$ cat src/rtl/player_ctrl.sv
// Beat sequencer: divides clk into beat ticks and steps the beat index fed to the
// tone lookup stage, with play / pause / stop / loop control and status pulses.
module player_ctrl #(
  parameter int CLK_FREQ = 100_000_000,
  parameter int BEAT_HZ  = 8,
  parameter int BEAT_LEN = 60
) (
  input  logic       clk_i,
  input  logic       rst_i,
  input  logic       play_i,
  input  logic       pause_i,
  input  logic       stop_i,
  input  logic       loop_en_i,
  output logic [7:0] beat_num_o,
  output logic       playing_o,
  output logic       mute_o,
  output logic       beat_tick_o,
  output logic       done_o
);

  localparam int CNT_MAX = CLK_FREQ / BEAT_HZ - 1;
  localparam int CW      = (CNT_MAX + 1 > 2) ? $clog2(CNT_MAX + 1) : 1;
  localparam logic [CW-1:0] CNT_LAST  = CW'(CNT_MAX);
  localparam logic [7:0]    BEAT_LAST = 8'(BEAT_LEN - 1);

  typedef enum logic [1:0] {
    ST_IDLE  = 2'd0,
    ST_PLAY  = 2'd1,
    ST_PAUSE = 2'd2
  } state_t;

  state_t        state_q, state_d;
  logic [CW-1:0] div_q, div_d;
  logic [7:0]    beat_q, beat_d;
  logic          playing_q, playing_d;
  logic          mute_q, mute_d;
  logic          tick_q, tick_d;
  logic          done_q, done_d;

  // Next-state decode; command priority is stop > pause > play.
  always_comb begin
    state_d = state_q;
    div_d   = div_q;
    beat_d  = beat_q;
    tick_d  = 1'b0;
    done_d  = 1'b0;
    case (state_q)
      ST_IDLE: begin
        div_d  = '0;
        beat_d = 8'd0;
        if (!stop_i && !pause_i && play_i) begin
          state_d = ST_PLAY;
        end else begin
          state_d = ST_IDLE;
        end
      end
      ST_PLAY: begin
        if (stop_i) begin
          state_d = ST_IDLE;
          div_d   = '0;
          beat_d  = 8'd0;
        end else if (pause_i) begin
          state_d = ST_PAUSE;
        end else if (div_q == CNT_LAST) begin
          div_d = '0;
          if (beat_q != BEAT_LAST) begin
            beat_d = beat_q + 8'd1;
            tick_d = 1'b1;
          end else if (loop_en_i) begin
            beat_d = 8'd0;
            tick_d = 1'b1;
          end else begin
            state_d = ST_IDLE;
            beat_d  = 8'd0;
            done_d  = 1'b1;
          end
        end else begin
          div_d = div_q + CW'(1);
        end
      end
      ST_PAUSE: begin
        if (stop_i) begin
          state_d = ST_IDLE;
          div_d   = '0;
          beat_d  = 8'd0;
        end else if (!pause_i && play_i) begin
          state_d = ST_PLAY;
        end else begin
          state_d = ST_PAUSE;
        end
      end
      default: begin
        state_d = ST_IDLE;
        div_d   = '0;
        beat_d  = 8'd0;
      end
    endcase
    // Status flags follow the upcoming state so they line up with it.
    playing_d = (state_d == ST_PLAY);
    mute_d    = (state_d != ST_PLAY);
  end

  // State and registered outputs.
  always_ff @(posedge clk_i) begin
    if (rst_i) begin
      state_q   <= ST_IDLE;
      div_q     <= '0;
      beat_q    <= 8'd0;
      playing_q <= 1'b0;
      mute_q    <= 1'b1;
      tick_q    <= 1'b0;
      done_q    <= 1'b0;
    end else begin
      state_q   <= state_d;
      div_q     <= div_d;
      beat_q    <= beat_d;
      playing_q <= playing_d;
      mute_q    <= mute_d;
      tick_q    <= tick_d;
      done_q    <= done_d;
    end
  end

  assign beat_num_o  = beat_q;
  assign playing_o   = playing_q;
  assign mute_o      = mute_q;
  assign beat_tick_o = tick_q;
  assign done_o      = done_q;

endmodule
$ cat config.mk
export PLATFORM = sky130hd
export DESIGN_NAME = player_ctrl
export DESIGN_NICKNAME = d
export VERILOG_FILES = /design/src/rtl/player_ctrl.sv
export SDC_FILE = /design/constraint.sdc
export NUM_CORES = 1
export LEC_CHECK = 0
export ABC_CLOCK_PERIOD_IN_PS = 1990
export CAP_MARGIN = 40
export CORE_ASPECT_RATIO = 1.2
export CORE_MARGIN = 10
export CORE_UTILIZATION = 50
export CTS_CLUSTER_DIAMETER = 100
export CTS_CLUSTER_SIZE = 25
export DETAILED_ROUTE_END_ITERATION = 7
export HOLD_SLACK_MARGIN = 0.05
export PLACE_DENSITY = 0.79
export SYNTH_ARGS = -nofsm -noshare
export SYNTH_HDL_FRONTEND = slang
export SYNTH_SLANG_ARGS = --single-unit
$ cat constraint.sdc
create_clock -name clk_i -period 1.99 [get_ports clk_i]
set_input_delay 0.4975 -clock clk_i [delete_from_list [all_inputs] [get_ports clk_i]]
set_output_delay 0.4975 -clock clk_i [all_outputs]
set_load 0.005 [all_outputs]
==> impl_metrics.json <==
{
  "dp_slack_ns": -0.4494,
  "dieWidth_um": 74.71,
  "path_cells": "or4_4, nor4_4, buf_4, a21oi_4, or4b_1, a21oi_2",
  "cts_hold_buf": 0,
  "grt_max_degree": 26,
  "r2r_start": "div_q[9]",
  "numCtsBuffers": 5,
  "final_cell_mix": "buf_4 (39), dfxtp_1 (38), nor2_1 (26)",
  "grt_pass1_wl_um": 7838,
  "grt_pass1_vias": 1822,
  "p_leak_nw": 0.9011,
  "start_kind": "flop",
  "worstSkewPairLatency_ns": 0.29,
  "synth_cell_types": 45,
  "holdWs_ns": 0.4875,
  "reg2reg_slack_ns": -0.08,
  "worstHoldStart": "div_q[23]",
  "tritoncts": "done",
  "critPathMaxFanout": 9,
  "max_freq_ghz": 0.4836,
  "yosysSeqAreaShare_pct": 42.37,
  "cts_buffer_depth": 2,
  "place_hpwl_um": 3301,
  "whs_endpoint": "div_q[23]",
  "synth_edf_count": 0,
  "post-route-drc-count": 0,
  "wl_met2_um": 2390,
  "synth_top_flop_cell": "dfxtp_1",
  "maxSlewViolCount": 0,
  "hp-class": "flop to flop",
  "grt-ovfl-total": 0,
  "syn_area_sq_um": 1795,
  "htreeDepth": 2,
  "nFillCells": 261,
  "viasPerCell": 5.891,
  "worstMarginPinSlew_ns": 0.5133,
  "fin_worst_skew_ns": 0.009755,
  "period_share_pct": 103.9,
  "setup_viol_count_final": 7,
  "violations": "setup timing",
  "synth_async_sr_flop_share_pct": 0,
  "cellPowerDensity_nw_per_um2": 537.9,
  "num_vias": 1791,
  "synth_top_area_share_pct": 42.37,
  "syn_nets": 215,
  "ff2ff_path_depth": 6,
  "syn_inst": 207,
  "pin_count": 18,
  "slew_headroom_pct": 65.46,
  "hold_depth": 2,
  "yosys_warnings": 0,
  "arrival_ns": 2.30,
  "synth.area.top_cells": "dfxtp_1 (42%), xor2_1 (8.8%), nor2_1 (5.6%)",
  "clock_tree.root_cell": "clkbuf_8",
  "grt_antenna_before_repair": 0,
  "dp_cells": 296,
  "yosys.area.top_type": "dfxtp_1",
  "rsz0062_at_grt": "yes",
  "path_delay_family": "simple AND/OR/NAND/NOR gates",
  "min_period_ns": 2.068,
  "dpl-instance-area_sq_um": 2307,
  "dr_wl_met3_um": 190,
  "clock_sinks": 38,
  "drtIter0Drc": 144,
  "track_usage_pct": 15.28,
  "io_buffers": 17,
  "required_ns": 2.22,
  "fin_nets": 276,
  "die-area_sq_um": 6398,
  "top_layer_used": "met4",
  "routed_wl_um": 4543,
  "path_buf_inv": 1,
  "syn_to_final_growth_pct": 37.84,
  "wl_met1_um": 1901,
  "ys_ff_latch": 38,
  "endpoint_kind": "flop",
  "drive_above_1_share_pct": 23.97,
  "setup_ws_ns": -0.07791,
  "rows": 23,
  "fin_area_sq_um": 2475,
  "status": "complete, but fails checks",
  "drtAntennaViolNets": 0,
  "firstDrtPassIters": 4,
  "cpPeakStageDelay_ns": 0.55,
  "core_area_sq_um": 3396,
  "cap_violations": 0,
  "start_util_pct": 52.87,
  "final_cells": 304,
  "peakVddDrop_mv": 0.4921,
  "hold_viol_final": 0,
  "r2r-end": "beat_num_o[1]",
  "wl_per_cell_um": 14.94,
  "cp_slowest_cell": "or4_4",
  "postSynthAreaPerCell_sq_um": 8.674,
  "path_clk_slew_ns": 0.07,
  "criticalPathCategory": "flop to flop",
  "die_h_um": 85.65,
  "mostFrequentLayoutCell": "buf_4",
  "globalplace.congestion": 0.8298,
  "antennaDiodeCount": 0
}
-- cells in the mapped netlist (all sizes together), types with 2 or more instances --
| library cell | number |
|---|---|
| nor3 | 5 |
| nor4 | 3 |
| nor2b | 2 |
| or4 | 2 |
| or3 | 5 |
| a31oi | 3 |
| nand3 | 10 |
| a21oi | 8 |
| xor2 | 18 |
| nor2 | 27 |
| nand2 | 18 |
| nand2b | 2 |
| nor3b | 2 |
| o21ai | 9 |
| nand4 | 15 |
| ha | 2 |
| o31ai | 4 |
| nand3b | 2 |
| and3 | 5 |
| inv | 3 |
| buf | 3 |
| o311ai | 3 |
| dfxtp | 38 |
| and2 | 2 |
-- worst register-to-register path: stages (launching register included) --
cell and delay [ns]:
dfxtp_1 0.31, or4_4 0.55, nor4_4 0.22, buf_4 0.19, a21oi_4 0.10, or4b_1 0.51, a21oi_2 0.13
-- cell families after synthesis --
group           synth area share, %
mux                           1.185
buf+inv                       1.602
simple gates                  32.19
compound gates                11.99
fa+ha+maj                     1.394
flops                         42.37
xor+xnor                      9.268
-- report_power, final --
group	switching (mW)	internal, mW
sequential	0.00167	0.762
clock	0.255	0.267
combinational	0.0216	0.0233
-- worst max path at each step --
stage | slack [ns] | endpoint | startpoint | cells past startpoint
2_1_floorplan | -0.04 | beat_num_o[1] | div_q[6] | 5
3_3_place_gp | -0.44 | div_q[14] | stop_i | 6
3_5_place_dp | -0.45 | beat_num_o[1] | pause_i | 6
4_1_cts | -0.05 | beat_num_o[6] | div_q[5] | 6
5_1_grt | -0.15 | beat_num_o[5] | div_q[9] | 6
6_report | -0.08 | beat_num_o[1] | div_q[9] | 6
-- layout make-up --
class / count / area [sq um] / area share [%]
Multi-Input combinational cell: 162 / 1085 / 43.83
Sequential cell: 38 / 760.7 / 30.74
Timing Repair Buffer: 58 / 489.2 / 19.77
Clock buffer: 6 / 82.58 / 3.337
Tap cell: 37 / 46.29 / 1.871
Inverter: 3 / 11.26 / 0.4550
-- registers in the layout, summed over array words and instances, names as in the netlist --
| signal | cells |
|---|---|
| beat_num_o | 8 |
| beat_tick_o | 1 |
| playing_o | 1 |
| mute_o | 1 |
| state_q | 2 |
| done_o | 1 |
| div_q | 24 |
-- metal layers --
layer  global-route usage [%]  vias to the layer above
met5                        0                        -
met4                    6.552                        0
met3                    3.922                        7
met2                    27.50                       35
met1                    16.07                      872
li1                         -                      877
-- per-stage QoR --
step / setup TNS [ns] / power, mW / utilization (%)
final: -0.3676 / 1.331 / 72.88
after global routing: -1.023 / 1.386 / 72.88
after floorplan: -0.03555 / 0.7969 / -
after CTS: -0.2052 / 1.344 / 71.81
after detailed placement: -10.12 / 0.8243 / 67.94
after global placement: -9.336 / 0.8231 / 67.80
-- what timing repair did --
action,in CTS,in global routing
gates resized for setup,11,8
setup endpoints to repair,28,18
pin swaps,2,3
setup buffers,1,1
Note: power is estimated with default switching activity, not from simulation.
